--- config.mk ---
export PLATFORM = sky130hd
export DESIGN_NAME = balanced_pipe_scheduler
export DESIGN_NICKNAME = d
export VERILOG_FILES = /design/src/rtl/bps_pkg.sv /design/src/rtl/bps_fifo.sv /design/src/rtl/balanced_pipe_scheduler.sv
export SDC_FILE = /design/constraint.sdc
export NUM_CORES = 1
export LEC_CHECK = 0
export ABC_AREA = 1
export BUFFER_PORTS_ARGS = -buffer_cell sky130_fd_sc_hd__buf_2
export CELL_PAD_IN_SITES_DETAIL_PLACEMENT = 0
export CELL_PAD_IN_SITES_GLOBAL_PLACEMENT = 1
export CORE_UTILIZATION = 38
export CTS_CLUSTER_SIZE = 24
export DETAILED_ROUTE_END_ITERATION = 10
export PLACE_DENSITY_LB_ADDON = 0.1
export SYNTH_ARGS = -nofsm -noshare
export SYNTH_HDL_FRONTEND = slang
export SYNTH_HIERARCHICAL = 1
export SYNTH_SLANG_ARGS = --single-unit
--- constraint.sdc ---
create_clock -name clk -period 2.48 [get_ports clk]
set_input_delay 0.496 -clock clk [delete_from_list [all_inputs] [get_ports clk]]
set_output_delay 0.496 -clock clk [all_outputs]
set_load 0.01 [all_outputs]
--- src/rtl/bps_pkg.sv ---
// bps_pkg: shared FSM state type and counter-width helper for the pipe scheduler
package bps_pkg;

    typedef enum logic [1:0] {
        RUN   = 2'd0,
        DRAIN = 2'd1,
        IDLE  = 2'd2
    } state_t;

    function automatic int cnt_w(input int n);
        return $clog2(n + 1);
    endfunction

endpackage

--- src/rtl/bps_fifo.sv ---
// bps_fifo: synchronous FIFO with occupancy count; a push on a full FIFO is accepted only alongside a pop
module bps_fifo
    import bps_pkg::*;
#(
    parameter int WIDTH = 2,
    parameter int DEPTH = 4
) (
    input  logic                     clk,
    input  logic                     rst_n,
    input  logic                     wr,
    input  logic [WIDTH-1:0]         wdata,
    input  logic                     rd,
    output logic [WIDTH-1:0]         rdata,
    output logic [cnt_w(DEPTH)-1:0]  count,
    output logic                     full,
    output logic                     empty
);

    localparam int AW = $clog2(DEPTH);
    localparam int CW = cnt_w(DEPTH);

    logic [WIDTH-1:0] mem [DEPTH];
    logic [AW-1:0]    wp;
    logic [AW-1:0]    rp;
    logic             push;
    logic             pop;

    assign empty = count == '0;
    assign full  = count == CW'(DEPTH);
    assign pop   = rd & ~empty;
    assign push  = wr & (~full | pop);
    assign rdata = empty ? '0 : mem[rp];

    // pointer and occupancy bookkeeping
    always_ff @(posedge clk or negedge rst_n) begin
        if (!rst_n) begin
            wp    <= '0;
            rp    <= '0;
            count <= '0;
        end else begin
            wp    <= wp + AW'(push);
            rp    <= rp + AW'(pop);
            count <= count + CW'(push) - CW'(pop);
        end
    end

    // storage needs no reset; the head is masked while empty
    always_ff @(posedge clk) begin
        if (push) mem[wp] <= wdata;
    end

endmodule

--- src/rtl/balanced_pipe_scheduler.sv ---
// balanced_pipe_scheduler: credit-based issue/capture control for a fixed-latency balanced netlist
module balanced_pipe_scheduler
    import bps_pkg::*;
#(
    parameter int IN_W       = 5,
    parameter int OUT_W      = 2,
    parameter int DEPTH      = 5,
    parameter int FIFO_DEPTH = 4,
    parameter int GAP_W      = 3
) (
    input  logic              clk,
    input  logic              rst_n,
    input  logic              in_valid,
    output logic              in_ready,
    input  logic [IN_W-1:0]   in_data,
    input  logic [GAP_W-1:0]  issue_gap,
    input  logic              drain_req,
    output logic              drain_done,
    output logic [IN_W-1:0]   pipe_x,
    input  logic [OUT_W-1:0]  pipe_y,
    output logic              out_valid,
    input  logic              out_ready,
    output logic [OUT_W-1:0]  out_data,
    output logic              busy,
    output logic              ovf_err
);

    localparam int IFW = cnt_w(DEPTH);
    localparam int FCW = cnt_w(FIFO_DEPTH);

    state_t           state;
    state_t           state_next;
    logic [DEPTH-1:0] tag;
    logic [IFW-1:0]   inflight;
    logic [GAP_W-1:0] gap_cnt;
    logic [FCW-1:0]   fifo_count;
    logic             fifo_full;
    logic             fifo_empty;
    logic             issue;
    logic             capture;
    logic             credit;

    assign capture   = tag[DEPTH-1];
    assign credit    = int'(inflight) + int'(fifo_count) < FIFO_DEPTH;
    assign issue     = in_valid & in_ready;
    assign out_valid = ~fifo_empty;
    assign busy      = (inflight != '0) | ~fifo_empty;

    // state register
    always_ff @(posedge clk or negedge rst_n) begin
        if (!rst_n) state <= RUN;
        else        state <= state_next;
    end

    // next state, issue permission and drain completion pulse
    always_comb begin
        state_next = state;
        in_ready   = 1'b0;
        drain_done = 1'b0;
        case (state)
            RUN: begin
                in_ready   = (gap_cnt == '0) & credit & ~drain_req;
                state_next = drain_req ? DRAIN : RUN;
            end
            DRAIN: begin
                drain_done = inflight == '0;
                state_next = (inflight == '0) ? IDLE : DRAIN;
            end
            IDLE:    state_next = drain_req ? IDLE : RUN;
            default: state_next = RUN;
        endcase
    end

    // launch register, gap timer, wave tags and in-flight count
    always_ff @(posedge clk or negedge rst_n) begin
        if (!rst_n) begin
            pipe_x   <= '0;
            gap_cnt  <= '0;
            tag      <= '0;
            inflight <= '0;
            ovf_err  <= 1'b0;
        end else begin
            pipe_x   <= issue ? in_data : '0;
            gap_cnt  <= issue ? issue_gap : gap_cnt - GAP_W'(gap_cnt != '0);
            tag      <= (tag << 1) | DEPTH'(issue);
            inflight <= inflight + IFW'(issue) - IFW'(capture);
            ovf_err  <= ovf_err | (capture & fifo_full & ~out_ready);
        end
    end

    bps_fifo #(
        .WIDTH (OUT_W),
        .DEPTH (FIFO_DEPTH)
    ) u_fifo (
        .clk   (clk),
        .rst_n (rst_n),
        .wr    (capture),
        .wdata (pipe_y),
        .rd    (out_ready),
        .rdata (out_data),
        .count (fifo_count),
        .full  (fifo_full),
        .empty (fifo_empty)
    );

    a_no_overflow: assert property (@(posedge clk) disable iff (!rst_n)
        !(capture && fifo_full && !out_ready));

endmodule
==> impl_metrics.sql, run 1 <==
INSERT INTO impl_metrics (metric_group, metric, value, unit) VALUES
('power', 'leak_pwr', '1.02', 'nW'),
('placement', 'io_port_bufs', '26', ''),
('sta', 'layout_min_cycle_time', '2390', 'ps'),
('floorplan', 'die_width', '66.4', 'um'),
('cts', 'cts_made_buffers', '5', ''),
('global_routing', 'antenna_violations_before_repair', '0', ''),
('job', 'max_cap_viol_count', '0', ''),
('sta', 'rsz0062_at_grt', 'true', ''),
('yosys', 'synthesis.nets', '186', ''),
('placement', 'globalplace.congestion', '0.754', ''),
('finish', 'register_area', '891', 'um2'),
('floorplan', 'num_rows', '23', ''),
('yosys', 'ys.warnings.count', '6', ''),
('cts', 'clk_path_buf_depth', '2', ''),
('finish', 'stdcell_area', '1920', 'um2'),
('drt', 'dr.first_iter.drc_count', '32', ''),
('placement', 'dp.final_hpwl', '2150', 'um'),
('global_routing', 'grt_pass1_vias', '1168', ''),
('cts', 'root_buffer_cell', 'sky130_fd_sc_hd__clkbuf_8', ''),
('drt', 'drt_pass1_iterations', '4', ''),
('global_routing', 'grt_start_max_net_pins', '27', ''),
('critical_path', 'endpoint_kind', 'register', ''),
('floorplan', 'total_die_area', '4400', 'um2'),
('drt', 'vias', '1095', ''),
('critical_path', 'crit_chain', 'ha_1 -> nor2_2 -> nand2_1 -> nor2_2 -> nand3_4 -> ha_4 -> inv_2 -> ha_4 -> fa_2 -> xnor2_2 -> xor2_1', ''),
('yosys', 'synth_largest_type_area_fraction', '41.3', '%'),
('power', 'power-per-cell-area', '962', 'nW/um2'),
('critical_path', 'cp_class', 'reg2reg', ''),
('sta', 'final-setup-viol-count', '0', ''),
('floorplan', 'chipHeight', '66.4', 'um'),
('sta', 'final.period_utilization', '96.3', '%'),
('drt', 'wire_length_reported_by_the_detailed_router', '2850', 'um'),
('min_path', 'hold_class', 'in2async', ''),
('finish', 'n_fill_cell', '386', ''),
('yosys', 'number_of_register_bits_inferred_by_synthesis', '34', ''),
('floorplan', 'count_of_pins_on_the_block_boundary', '27', ''),
('critical_path', 'data_required_time_at_the_worst_endpoint', '2650', 'ps'),
('critical_path', 'worst-endpoint-arrival', '2560', 'ps'),
('critical_path', 'critical_path.max_fanout', '2', ''),
('critical_path', 'timing.critical_path.max_delay_family', 'adder cells', ''),
('yosys', 'yosysSeqAreaShare', '56.6', '%'),
('yosys', 'synth_area_leaders', 'sky130_fd_sc_hd__dfrtp_1, sky130_fd_sc_hd__edfxtp_1, sky130_fd_sc_hd__inv_1', ''),
('critical_path', 'critical_path.slowest_cell', 'sky130_fd_sc_hd__dfrtp_1', ''),
('yosys', 'synthDominantAreaCellType', 'sky130_fd_sc_hd__dfrtp_1', ''),
('cts', 'clkSlewWorstSetupHoldPaths', '70', 'ps'),
('floorplan', 'core_area', '4000', 'um2'),
('critical_path', 'crit_path_max_incr_delay', '400', 'ps'),
('global_routing', 'first_pass_grt_wire_length', '5180', 'um'),
('sta', 'holdWs', '203', 'ps'),
('sta', 'fmaxAchievable', '0.419', 'GHz'),
('yosys', 'post_synth.cell_area_avg', '9.84', 'um2'),
('yosys', 'post_synth_instance_area', '1570', 'um2'),
('finish', 'fraction_of_layout_cells_with_a_size_suffix_above_1', '29.3', '%'),
('drt', 'number_of_design_rule_violations_left_after_detail_routing', '0', ''),
('floorplan', 'floorplan.initialDensity', '39.3', '%'),
('finish', 'area_taken_by_multi_input_logic_gates', '584', 'um2'),
('finish', 'n_antenna_cell', '0', ''),
('sta', 'timing_max_transition_violations_final', '0', ''),
('finish', 'area.growth.synth_to_final', '22.1', '%'),
('placement', 'dpl-instance-area', '1770', 'um2'),
('cts', 'cts.hold.buffers_added', '0', ''),
('power', 'peakVddDrop', '0.374', 'mV'),
('global_routing', 'grt.overflow.total', '0', ''),
('critical_path', 'timing.critical_path.from', 'u_fifo/count[2]', ''),
('sta', 'final-hold-violation-count', '0', ''),
('sta', 'max_slew.worst_pin.slew', '569', 'ps'),
('cts', 'cts_tree', 'yes', ''),
('critical_path', 'worstPathBufferInverterCount', '1', ''),
('yosys', 'ys_types', '21', ''),
('cts', 'h-tree-depth', '2', ''),
('sta', 'final.setup_skew', '3.24', 'ps'),
('global_routing', 'grt_usage', '16.6', '%'),
('cts', 'numClockSinks', '34', ''),
('critical_path', 'worst_setup_sp_type', 'register', ''),
('run_status', 'run_status', 'completed', ''),
('drt', 'antenna_left', '0', ''),
('finish', 'finish.net_count', '223', ''),
('cts', 'worst_skew_pair.late_latency', '280', 'ps'),
('sta', 'max_slew_headroom', '62.1', '%'),
('yosys', 'post_synth_inst_count', '160', ''),
('drt', 'detail_route.wl_per_cell', '11.5', 'um'),
('drt', 'route.detailed.vias_per_inst', '4.42', ''),
('critical_path', 'r2r_start', 'u_fifo/count[2]', '');
==> through the flow <==
step / TNS (ps) / utilization (%) / setup WS, ps / instances / power, mW
floorplan: 0 / - / 137 / 160 / 1.24
global placement: 0 / 44.4 / 122 / 237 / 1.38
detailed placement: 0 / 44.4 / 36.4 / 237 / 1.41
CTS: 0 / 46.5 / 14.9 / 245 / 1.82
global route: -13.6 / 48.0 / -13.6 / 248 / 2.04
finish: 0 / 48.0 / 91.0 / 248 / 1.85
==> cell usage in the layout, fill, tap and decap left out, types with 2 or more instances in the layout <==
| master | count |
|---|---|
| sky130_fd_sc_hd__inv_1 | 33 |
| sky130_fd_sc_hd__nand2_1 | 29 |
| sky130_fd_sc_hd__dfrtp_1 | 26 |
| sky130_fd_sc_hd__buf_2 | 26 |
| sky130_fd_sc_hd__nand3_1 | 12 |
| sky130_fd_sc_hd__nor2_1 | 11 |
| sky130_fd_sc_hd__nor2_2 | 8 |
| sky130_fd_sc_hd__edfxtp_1 | 8 |
| sky130_fd_sc_hd__ha_1 | 7 |
| sky130_fd_sc_hd__clkbuf_8 | 5 |
| sky130_fd_sc_hd__xor2_1 | 4 |
| sky130_fd_sc_hd__buf_4 | 4 |
| sky130_fd_sc_hd__inv_2 | 3 |
| sky130_fd_sc_hd__nand2_2 | 3 |
| sky130_fd_sc_hd__o21ai_0 | 2 |
| sky130_fd_sc_hd__ha_4 | 2 |
| sky130_fd_sc_hd__clkinv_1 | 2 |
| sky130_fd_sc_hd__a21oi_1 | 2 |
==> layer usage <==
| metal | GRT usage, % | routed length, um | part of all wire [%] | up-vias |
|---|---|---|---|---|
| met3 | 7.41 | 161 | 5.6 | 2 |
| met1 | 19.5 | 1310 | 46 | 511 |
| met5 | 0 | 0 | 0 | - |
| li1 | - | - | - | 558 |
| met4 | 6.38 | 23 | 0.81 | 0 |
| met2 | 26.5 | 1360 | 48 | 24 |
==> cells in the mapped netlist <==
cell type / number
sky130_fd_sc_hd__a21oi_1: 2
sky130_fd_sc_hd__clkinv_1: 1
sky130_fd_sc_hd__dfrtp_1: 26
sky130_fd_sc_hd__edfxtp_1: 8
sky130_fd_sc_hd__fa_1: 2
sky130_fd_sc_hd__ha_1: 9
sky130_fd_sc_hd__inv_1: 34
sky130_fd_sc_hd__inv_2: 2
sky130_fd_sc_hd__nand2_1: 29
sky130_fd_sc_hd__nand2_2: 3
sky130_fd_sc_hd__nand3_1: 12
sky130_fd_sc_hd__nand3_4: 1
sky130_fd_sc_hd__nor2_1: 13
sky130_fd_sc_hd__nor2_2: 6
sky130_fd_sc_hd__nor3_1: 1
sky130_fd_sc_hd__o21ai_0: 2
sky130_fd_sc_hd__o21ai_2: 1
sky130_fd_sc_hd__o21bai_1: 1
sky130_fd_sc_hd__or2_2: 1
sky130_fd_sc_hd__xnor2_1: 2
sky130_fd_sc_hd__xor2_1: 4
==> path summary, 6_finish.rpt <==
kind                                        end  cells after the start  slack [ps]
worst max-delay path                inflight[2]                     11          90
worst min-delay path            u_fifo/count[0]                      1         200
worst max register to register      inflight[2]                     11          90
worst min register to register           tag[3]                      0         350
max in group asynchronous          u_fifo/wp[1]                      1        1900
min in group clk                         tag[3]                      0         350
==> kinds of logic after synthesis <==
group	count (synthesis)	synth area share, %
adder cells (fa/ha/maj)	11	9.70
buffers and inverters	37	8.82
AND/OR/NAND/NOR	66	19.2
AO/OA/AOI/OAI	6	2.31
XOR/XNOR	6	3.34
flip-flops	34	56.6
==> sequential cells by signal, summed over array words and instances, names as in the netlist <==
name and flops:
u_fifo/mem 8, pipe_x 5, tag 5, gap_cnt 3, inflight 3, u_fifo/count 3, state 2, u_fifo/rp 2
u_fifo/wp 2, ovf_err 1
==> repair_timing <==
action / CTS / global route
setup buffers: 0 / 3
gates resized for setup: 0 / 8
endpoints found under the setup margin: 0 / 1
hold endpoints to repair: 0 / 0
==> power breakdown <==
part           internal, mW  leakage [nW]  switching [mW]
clock network         0.192        0.0416           0.197
logic                 0.292         0.575           0.370
registers             0.689         0.403           0.108
==> final cells by class <==
| cell class | count | area share (%) |
|---|---|---|
| well taps | 50 | 3.26 |
| flip-flops and latches | 34 | 46.4 |
| inverters | 37 | 7.23 |
| clock buffers | 5 | 3.58 |
| repair buffers | 30 | 8.33 |
| clock inverters | 3 | 0.846 |
| multi-input cells | 89 | 30.4 |
==> worst register-to-register path, stage by stage, from the launching register on <==
cell and delay, ps:
sky130_fd_sc_hd__dfrtp_1 400, sky130_fd_sc_hd__ha_1 310, sky130_fd_sc_hd__nor2_2 120, sky130_fd_sc_hd__nand2_1 70, sky130_fd_sc_hd__nor2_2 140, sky130_fd_sc_hd__nand3_4 100, sky130_fd_sc_hd__ha_4 270, sky130_fd_sc_hd__inv_2 40
sky130_fd_sc_hd__ha_4 150, sky130_fd_sc_hd__fa_2 370, sky130_fd_sc_hd__xnor2_2 150, sky130_fd_sc_hd__xor2_1 160
Note: power is estimated with default switching activity, not from simulation.
==> run 2: changes to the inputs <==
MAX_ROUTING_LAYER = met4   (was not set)
==> run 2 against run 1 <==
First-iteration DRC count is 3.1% higher. Combinational power about the same. Wire length up 0.21%. Maximum frequency is essentially flat. Worst hold slack got worse by 3.0 ps. Critical path type unchanged.
==> impl_metrics.sql, run 2 (synthesis gave the netlist of run 1 again) <==
INSERT INTO impl_metrics (metric_group, metric, value, unit) VALUES
('floorplan', 'total_die_area', '4400', 'um2'),
('sta', 'final.setup_skew', '2.31', 'ps'),
('global_routing', 'grt.overflow.total', '0', ''),
('cts', 'root_buffer_cell', 'sky130_fd_sc_hd__clkbuf_8', ''),
('critical_path', 'r2r_end', 'inflight[2]', ''),
('finish', 'finish.net_count', '223', ''),
('sta', 'max_slew.worst_pin.slew', '569', 'ps'),
('placement', 'globalplace.congestion', '0.764', ''),
('sta', 'timing_max_transition_violations_final', '0', ''),
('job', 'max_cap_viol_count', '0', ''),
('critical_path', 'data_required_time_at_the_worst_endpoint', '2650', 'ps'),
('cts', 'cts_made_buffers', '5', ''),
('sta', 'holdWs', '200', 'ps'),
('sta', 'rsz0062_at_grt', 'true', ''),
('critical_path', 'reg_to_reg_setup_timing_slack', '90', 'ps'),
('floorplan', 'core_area', '4000', 'um2'),
('power', 'power_frac_seq', '43.1', '%'),
('finish', 'largest_register', 'u_fifo/mem', ''),
('critical_path', 'critical_path.max_fanout', '2', ''),
('sta', 'final-setup-viol-count', '0', ''),
('sta', 'final-hold-violation-count', '0', ''),
('global_routing', 'first_pass_grt_wire_length', '5180', 'um'),
('power', 'internal_power', '1.17', 'mW'),
('drt', 'route.detailed.vias_per_inst', '4.39', ''),
('floorplan', 'chipHeight', '66.4', 'um'),
('power', 'power-per-cell-area', '963', 'nW/um2'),
('finish', 'n_antenna_cell', '0', ''),
('drt', 'number_of_design_rule_violations_left_after_detail_routing', '0', ''),
('run_status', 'run_status', 'completed', ''),
('drt', 'drt_pass1_iterations', '4', ''),
('critical_path', 'endpoint_kind', 'register', ''),
('cts', 'clk_path_buf_depth', '2', ''),
('critical_path', 'r2r_start', 'u_fifo/count[2]', ''),
('critical_path', 'worst-endpoint-arrival', '2560', 'ps'),
('cts', 'h-tree-depth', '2', ''),
('critical_path', 'ff2ff_path_depth', '11', ''),
('global_routing', 'grt_start_max_net_pins', '27', ''),
('power', 'clockPowerShare', '21.1', '%'),
('power', 'share_comb_of_total_power', '35.8', '%'),
('global_routing', 'grt_usage', '16.9', '%'),
('drt', 'antenna_left', '0', ''),
('sta', 'max_slew_headroom', '62.1', '%'),
('finish', 'mostFrequentLayoutCells', 'sky130_fd_sc_hd__inv_1, sky130_fd_sc_hd__nand2_1, sky130_fd_sc_hd__dfrtp_1, sky130_fd_sc_hd__buf_2, sky130_fd_sc_hd__nand3_1', ''),
('placement', 'dpl-instance-area', '1770', 'um2'),
('floorplan', 'count_of_pins_on_the_block_boundary', '27', ''),
('sta', 'layout_min_cycle_time', '2390', 'ps'),
('critical_path', 'worst_setup_sp_type', 'register', ''),
('global_routing', 'grt_pass1_vias', '1172', ''),
('cts', 'clkSlewWorstSetupHoldPaths', '70', 'ps'),
('floorplan', 'die_width', '66.4', 'um'),
('floorplan', 'floorplan.initialDensity', '39.3', '%'),
('drt', 'dr.first_iter.drc_count', '33', ''),
('placement', 'dp.final_hpwl', '2150', 'um'),
('finish', 'largest_reg_flops', '8', ''),
('finish', 'stdcell_area', '1920', 'um2'),
('finish', 'finish.utilization', '48.0', '%'),
('floorplan', 'num_rows', '23', ''),
('power', 'peakVddDrop', '0.374', 'mV'),
('critical_path', 'cp_class', 'reg2reg', ''),
('sta', 'fmaxAchievable', '0.418', 'GHz'),
('finish', 'area.growth.synth_to_final', '22.1', '%'),
('sta', 'final.period_utilization', '96.4', '%'),
('cts', 'numClockSinks', '34', ''),
('power', 'leak_pwr', '1.02', 'nW'),
('cts', 'worst_skew_pair.late_latency', '280', 'ps'),
('drt', 'detail_route.wl_per_cell', '11.5', 'um'),
('cts', 'cts_tree', 'yes', ''),
('min_path', 'hold_class', 'in2async', ''),
('power', 'total_switching_power', '677', 'uW'),
('global_routing', 'antenna_violations_before_repair', '0', ''),
('finish', 'fraction_of_layout_cells_with_a_size_suffix_above_1', '29.3', '%'),
('drt', 'wire_length_reported_by_the_detailed_router', '2860', 'um'),
('placement', 'io_port_bufs', '26', ''),
('power', 'swShare', '36.6', '%'),
('finish', 'layout_commonest_cell', 'sky130_fd_sc_hd__inv_1', ''),
('drt', 'vias', '1088', ''),
('finish', 'largestRegisters', 'u_fifo/mem x8, pipe_x x5, tag x5', '');
[run 2: layout make-up]
class | count | area (um2)
flip-flops and latches | 34 | 891
well taps | 50 | 62.6
clock buffers | 5 | 68.8
clock inverters | 3 | 16.3
repair buffers | 30 | 160
fillers | 386 | 2080
multi-input cells | 89 | 584
inverters | 37 | 139
[run 2: metrics by stage]
stage | instances | TNS [ps] | setup slack [ps] | power [mW]
after floorplan | 160 | 0 | 137 | 1.24
after global placement | 237 | 0 | 122 | 1.38
after detailed placement | 237 | 0 | 36.4 | 1.41
after CTS | 245 | 0 | 14.9 | 1.82
after global routing | 248 | -13.5 | -13.5 | 2.03
final | 248 | 0 | 90.1 | 1.85
[run 2: how the worst max path moves through the flow]
stage	start	to	cells past startpoint
global route	u_fifo/count[2]	inflight[2]	11
CTS	inflight[2]	inflight[2]	11
global placement	inflight[2]	inflight[2]	11
finish	u_fifo/count[2]	inflight[2]	11
detailed placement	inflight[2]	inflight[2]	11
floorplan	inflight[2]	inflight[2]	11
[run 2: what timing repair did]
action | in CTS | in global routing
buffers inserted | 0 | 3
hold buffers | 0 | 0
setup endpoints to repair | 0 | 1
resized for setup | 0 | 8
[run 2: critical path, cell delays in order (launching register included)]
cell,delay (ps)
sky130_fd_sc_hd__dfrtp_1,400
sky130_fd_sc_hd__ha_1,310
sky130_fd_sc_hd__nor2_2,120
sky130_fd_sc_hd__nand2_1,70
sky130_fd_sc_hd__nor2_2,140
sky130_fd_sc_hd__nand3_4,100
sky130_fd_sc_hd__ha_4,270
sky130_fd_sc_hd__inv_2,40
sky130_fd_sc_hd__ha_4,150
sky130_fd_sc_hd__fa_2,370
sky130_fd_sc_hd__xnor2_2,150
sky130_fd_sc_hd__xor2_1,160
[run 2: power by group through the flow]
| stage | logic (mW) | clock network, mW | registers (mW) |
|---|---|---|---|
| 5_1_grt | 0.787 | 0.430 | 0.816 |
| 3_5_place_dp | 0.596 | 0 | 0.815 |
| 4_1_cts | 0.607 | 0.405 | 0.803 |
| 6_report | 0.662 | 0.391 | 0.798 |
| 3_3_place_gp | 0.569 | 0 | 0.809 |
| 2_1_floorplan | 0.447 | 0 | 0.788 |
[run 2: per-layer routing]
metal  wire length (um)  vias up  GRT usage [%]
met4                 40        0           7.18
met1               1340      500           19.7
li1                   -      559              -
met3                144        5           6.03
met5                  0        -              -
met2               1340       24           26.5
==> run 3: changes to the inputs <==
ABC_AREA = not set   (was 1)
CORE_UTILIZATION = 40   (was 38)
==> run 3 against run 2 <==
The flow now finishes with violations (setup timing). Synthesized area shrank 4.2%. Critical path depth fell by 1. Global-route usage down 1.9 points. Synthesized cell count down 34%. Total power up 0.57%. Die area fell by 8.7%. First-iteration DRC count fell by 21%. Worst setup slack lost 220 ps. Clock skew fell by 0.52 ps. Design area fell by 1.1%. Wire length decreased by 16%. Largest cell class unchanged.
==> impl_metrics.sql, run 3 <==
INSERT INTO impl_metrics (metric_group, metric, value, unit) VALUES
('run_status', 'run_status', 'complete, but fails checks', ''),
('run_status', 'failed_checks', 'setup timing', ''),
('finish', 'finish.utilization', '54.8', '%'),
('yosys', 'synth_largest_type_area_fraction', '43.2', '%'),
('finish', 'layout_commonest_cell', 'sky130_fd_sc_hd__buf_2', ''),
('global_routing', 'antenna_violations_before_repair', '0', ''),
('sta', 'layout_min_cycle_time', '2610', 'ps'),
('finish', 'area.growth.synth_to_final', '26.1', '%'),
('yosys', 'post_synth.cell_area_avg', '14.4', 'um2'),
('global_routing', 'grt_pass1_vias', '970', ''),
('drt', 'number_of_design_rule_violations_left_after_detail_routing', '0', ''),
('finish', 'area_taken_by_multi_input_logic_gates', '599', 'um2'),
('yosys', 'synth_area_leaders', 'sky130_fd_sc_hd__dfrtp_1, sky130_fd_sc_hd__edfxtp_1, sky130_fd_sc_hd__ha_1', ''),
('cts', 'clkSlewWorstSetupHoldPaths', '60', 'ps'),
('power', 'power-per-cell-area', '979', 'nW/um2'),
('placement', 'dp.final_hpwl', '1800', 'um'),
('sta', 'max_slew.worst_pin.slew', '574', 'ps'),
('drt', 'antenna_left', '0', ''),
('yosys', 'synth-edff-count', '8', ''),
('critical_path', 'worst_setup_sp_type', 'register', ''),
('sta', 'final-hold-violation-count', '0', ''),
('cts', 'cts_tree', 'yes', ''),
('yosys', 'synth_top_cells_by_count', 'sky130_fd_sc_hd__dfrtp_1, sky130_fd_sc_hd__inv_1, sky130_fd_sc_hd__ha_1, sky130_fd_sc_hd__edfxtp_1, sky130_fd_sc_hd__and2_2', ''),
('floorplan', 'chipHeight', '63.4', 'um'),
('job', 'max_cap_viol_count', '0', ''),
('drt', 'wire_length_reported_by_the_detailed_router', '2410', 'um'),
('yosys', 'async_flop_share', '76.5', '%'),
('global_routing', 'first_pass_grt_wire_length', '4330', 'um'),
('critical_path', 'ff2ff_path_depth', '10', ''),
('cts', 'numClockSinks', '34', ''),
('global_routing', 'grt.overflow.total', '0', ''),
('yosys', 'synth_area_in_compound_gates', '3.57', '%'),
('yosys', 'ys_types', '33', ''),
('yosys', 'post_synth_instance_area', '1510', 'um2'),
('floorplan', 'count_of_pins_on_the_block_boundary', '27', ''),
('finish', 'fraction_of_layout_cells_with_a_size_suffix_above_1', '47.7', '%'),
('sta', 'final-setup-viol-count', '1', ''),
('finish', 'n_antenna_cell', '0', ''),
('finish', 'stdcell_area', '1900', 'um2'),
('placement', 'globalplace.congestion', '0.742', ''),
('global_routing', 'grt_start_max_net_pins', '27', ''),
('yosys', 'post_synth_xor_area_fraction', '4.07', '%'),
('drt', 'dr.first_iter.drc_count', '26', ''),
('drt', 'detail_route.wl_per_cell', '12.2', 'um'),
('finish', 'largestRegisters', 'u_fifo/mem x8, pipe_x x5, tag x5', ''),
('floorplan', 'total_die_area', '4020', 'um2'),
('yosys', 'muxShareOfSynthArea', '5.31', '%'),
('critical_path', 'critical_path.max_fanout', '2', ''),
('finish', 'finish.net_count', '177', ''),
('floorplan', 'floorplan.initialDensity', '43.5', '%'),
('critical_path', 'worst-endpoint-arrival', '2770', 'ps'),
('floorplan', 'die_width', '63.4', 'um'),
('floorplan', 'num_rows', '21', ''),
('placement', 'dpl-instance-area', '1780', 'um2'),
('yosys', 'post_synth_inst_count', '105', ''),
('drt', 'drt_pass1_iterations', '3', ''),
('cts', 'root_buffer_cell', 'sky130_fd_sc_hd__clkbuf_8', ''),
('sta', 'fmaxAchievable', '0.383', 'GHz'),
('finish', 'mostFrequentLayoutCells', 'sky130_fd_sc_hd__buf_2, sky130_fd_sc_hd__dfrtp_1, sky130_fd_sc_hd__buf_4', ''),
('yosys', 'synth_adder_area_share', '10.1', '%'),
('power', 'peakVddDrop', '0.446', 'mV'),
('global_routing', 'grt_usage', '15.1', '%'),
('yosys', 'synthesis.nets', '131', ''),
('finish', 'largest_register', 'u_fifo/mem', ''),
('sta', 'holdWs', '210', 'ps'),
('sta', 'rsz0062_at_grt', 'true', ''),
('yosys', 'synth.most_common_cell', 'sky130_fd_sc_hd__dfrtp_1', ''),
('yosys', 'synthDominantAreaCellType', 'sky130_fd_sc_hd__dfrtp_1', ''),
('yosys', 'simple_logic_cell_fraction_of_the_synthesized_area', '14.9', '%'),
('cts', 'h-tree-depth', '2', ''),
('finish', 'n_fill_cell', '330', ''),
('finish', 'register_area', '892', 'um2'),
('min_path', 'hold_class', 'in2async', ''),
('sta', 'final.period_utilization', '105', '%'),
('sta', 'timing_max_transition_violations_final', '0', ''),
('drt', 'vias', '914', ''),
('yosys', 'ys.warnings.count', '6', ''),
('cts', 'worst_skew_pair.late_latency', '270', 'ps'),
('power', 'leak_pwr', '0.918', 'nW'),
('yosys', 'number_of_register_bits_inferred_by_synthesis', '34', ''),
('floorplan', 'core_area', '3470', 'um2'),
('sta', 'fin_tns_setup', '-132', 'ps'),
('yosys', 'synth_top_family_by_area', 'simple AND/OR/NAND/NOR gates', ''),
('drt', 'route.detailed.vias_per_inst', '4.64', ''),
('cts', 'clk_path_buf_depth', '2', ''),
('sta', 'final.setup.worst_slack', '-132', 'ps'),
('sta', 'max_slew_headroom', '61.3', '%'),
('placement', 'io_port_bufs', '26', ''),
('finish', 'largest_reg_flops', '8', ''),
('critical_path', 'data_required_time_at_the_worst_endpoint', '2640', 'ps'),
('critical_path', 'endpoint_kind', 'register', ''),
('yosys', 'yosysSeqAreaShare', '59.1', '%'),
('yosys', 'postSynth.topFlopCell', 'sky130_fd_sc_hd__dfrtp_1', ''),
('sta', 'final.setup_skew', '1.79', 'ps'),
('cts', 'cts_made_buffers', '5', ''),
('critical_path', 'cp_class', 'reg2reg', '');
-- run 3: cell count changes in the layout (fill, tap and decap cells not counted), sizes merged, moves of 3 or more --
cell,previous run,this run
nand2,32,3
inv,36,12
nor2,19,3
nand3,13,1
buf,30,39
and2,0,5
and2b,0,3
nor3,1,4
-- run 3: timing repair --
| item | in CTS | in global routing |
|---|---|---|
| pin swaps | 1 | 0 |
| hold buffers | 0 | 0 |
| buffers inserted | 2 | 2 |
| endpoints found under the setup margin | 2 | 2 |
| gates resized for setup | 1 | 0 |
-- run 3: logic make-up (layout without fill, tap and decap cells) --
logic type,after synthesis,after routing
multiplexers,5,5
buffers and inverters,12,58
adder cells (fa/ha/maj),11,11
XOR/XNOR,7,7
flip-flops,34,34
AND/OR/NAND/NOR,30,30
AO/OA/AOI/OAI,6,6
-- run 3: critical path, cell delays in order (launching register included) --
cell                      delay (ps)
sky130_fd_sc_hd__dfrtp_1         380
sky130_fd_sc_hd__ha_2            270
sky130_fd_sc_hd__or4_4           440
sky130_fd_sc_hd__nor4b_4         240
sky130_fd_sc_hd__inv_1            70
sky130_fd_sc_hd__ha_1            280
sky130_fd_sc_hd__inv_1            40
sky130_fd_sc_hd__ha_2            160
sky130_fd_sc_hd__fa_2            350
sky130_fd_sc_hd__xnor2_2         140
sky130_fd_sc_hd__xnor2_1         120
-- run 3: final timing paths --
path | from | endpoint | slack (ps)
worst max-delay path | inflight[2] | inflight[2] | -130
worst min-delay path | rst_n | u_fifo/rp[1] | 210
worst max register to register | inflight[2] | inflight[2] | -130
worst min register to register | tag[3] | tag[4] | 350
max in group asynchronous | rst_n | u_fifo/count[1] | 1860
min in group clk | tag[3] | tag[4] | 350
-- run 3: metrics by stage --
| step | std cells | setup slack, ps | power, mW |
|---|---|---|---|
| after floorplan | 105 | -360 | 1.24 |
| after global placement | 186 | -137 | 1.45 |
| after detailed placement | 186 | -169 | 1.47 |
| after CTS | 195 | -138 | 1.88 |
| after global routing | 197 | -267 | 2.02 |
| final | 197 | -132 | 1.86 |
-- run 3: where the power goes --
| part | total [mW] | switching [mW] | internal (mW) |
|---|---|---|---|
| registers | 0.789 | 0.0984 | 0.690 |
| logic | 0.707 | 0.300 | 0.407 |
| clock network | 0.366 | 0.178 | 0.188 |
-- run 3: layer usage --
layer,global-route usage (%),routed length (um),vias to the layer above
met1,18.3,1140,439
li1,-,-,450
met2,22.9,1130,21
met3,4.35,104,4
met4,7.67,42,0
met5,-,0,-
-- run 3: area by class of cell --
cell class / instances / area share [%]
clock buffer: 5 / 3.62
clock inverter: 2 / 0.527
inverter: 12 / 2.37
multi-input combinational: 59 / 31.5
sequential: 34 / 46.9
tap: 46 / 3.03
timing repair buffer: 39 / 12.0
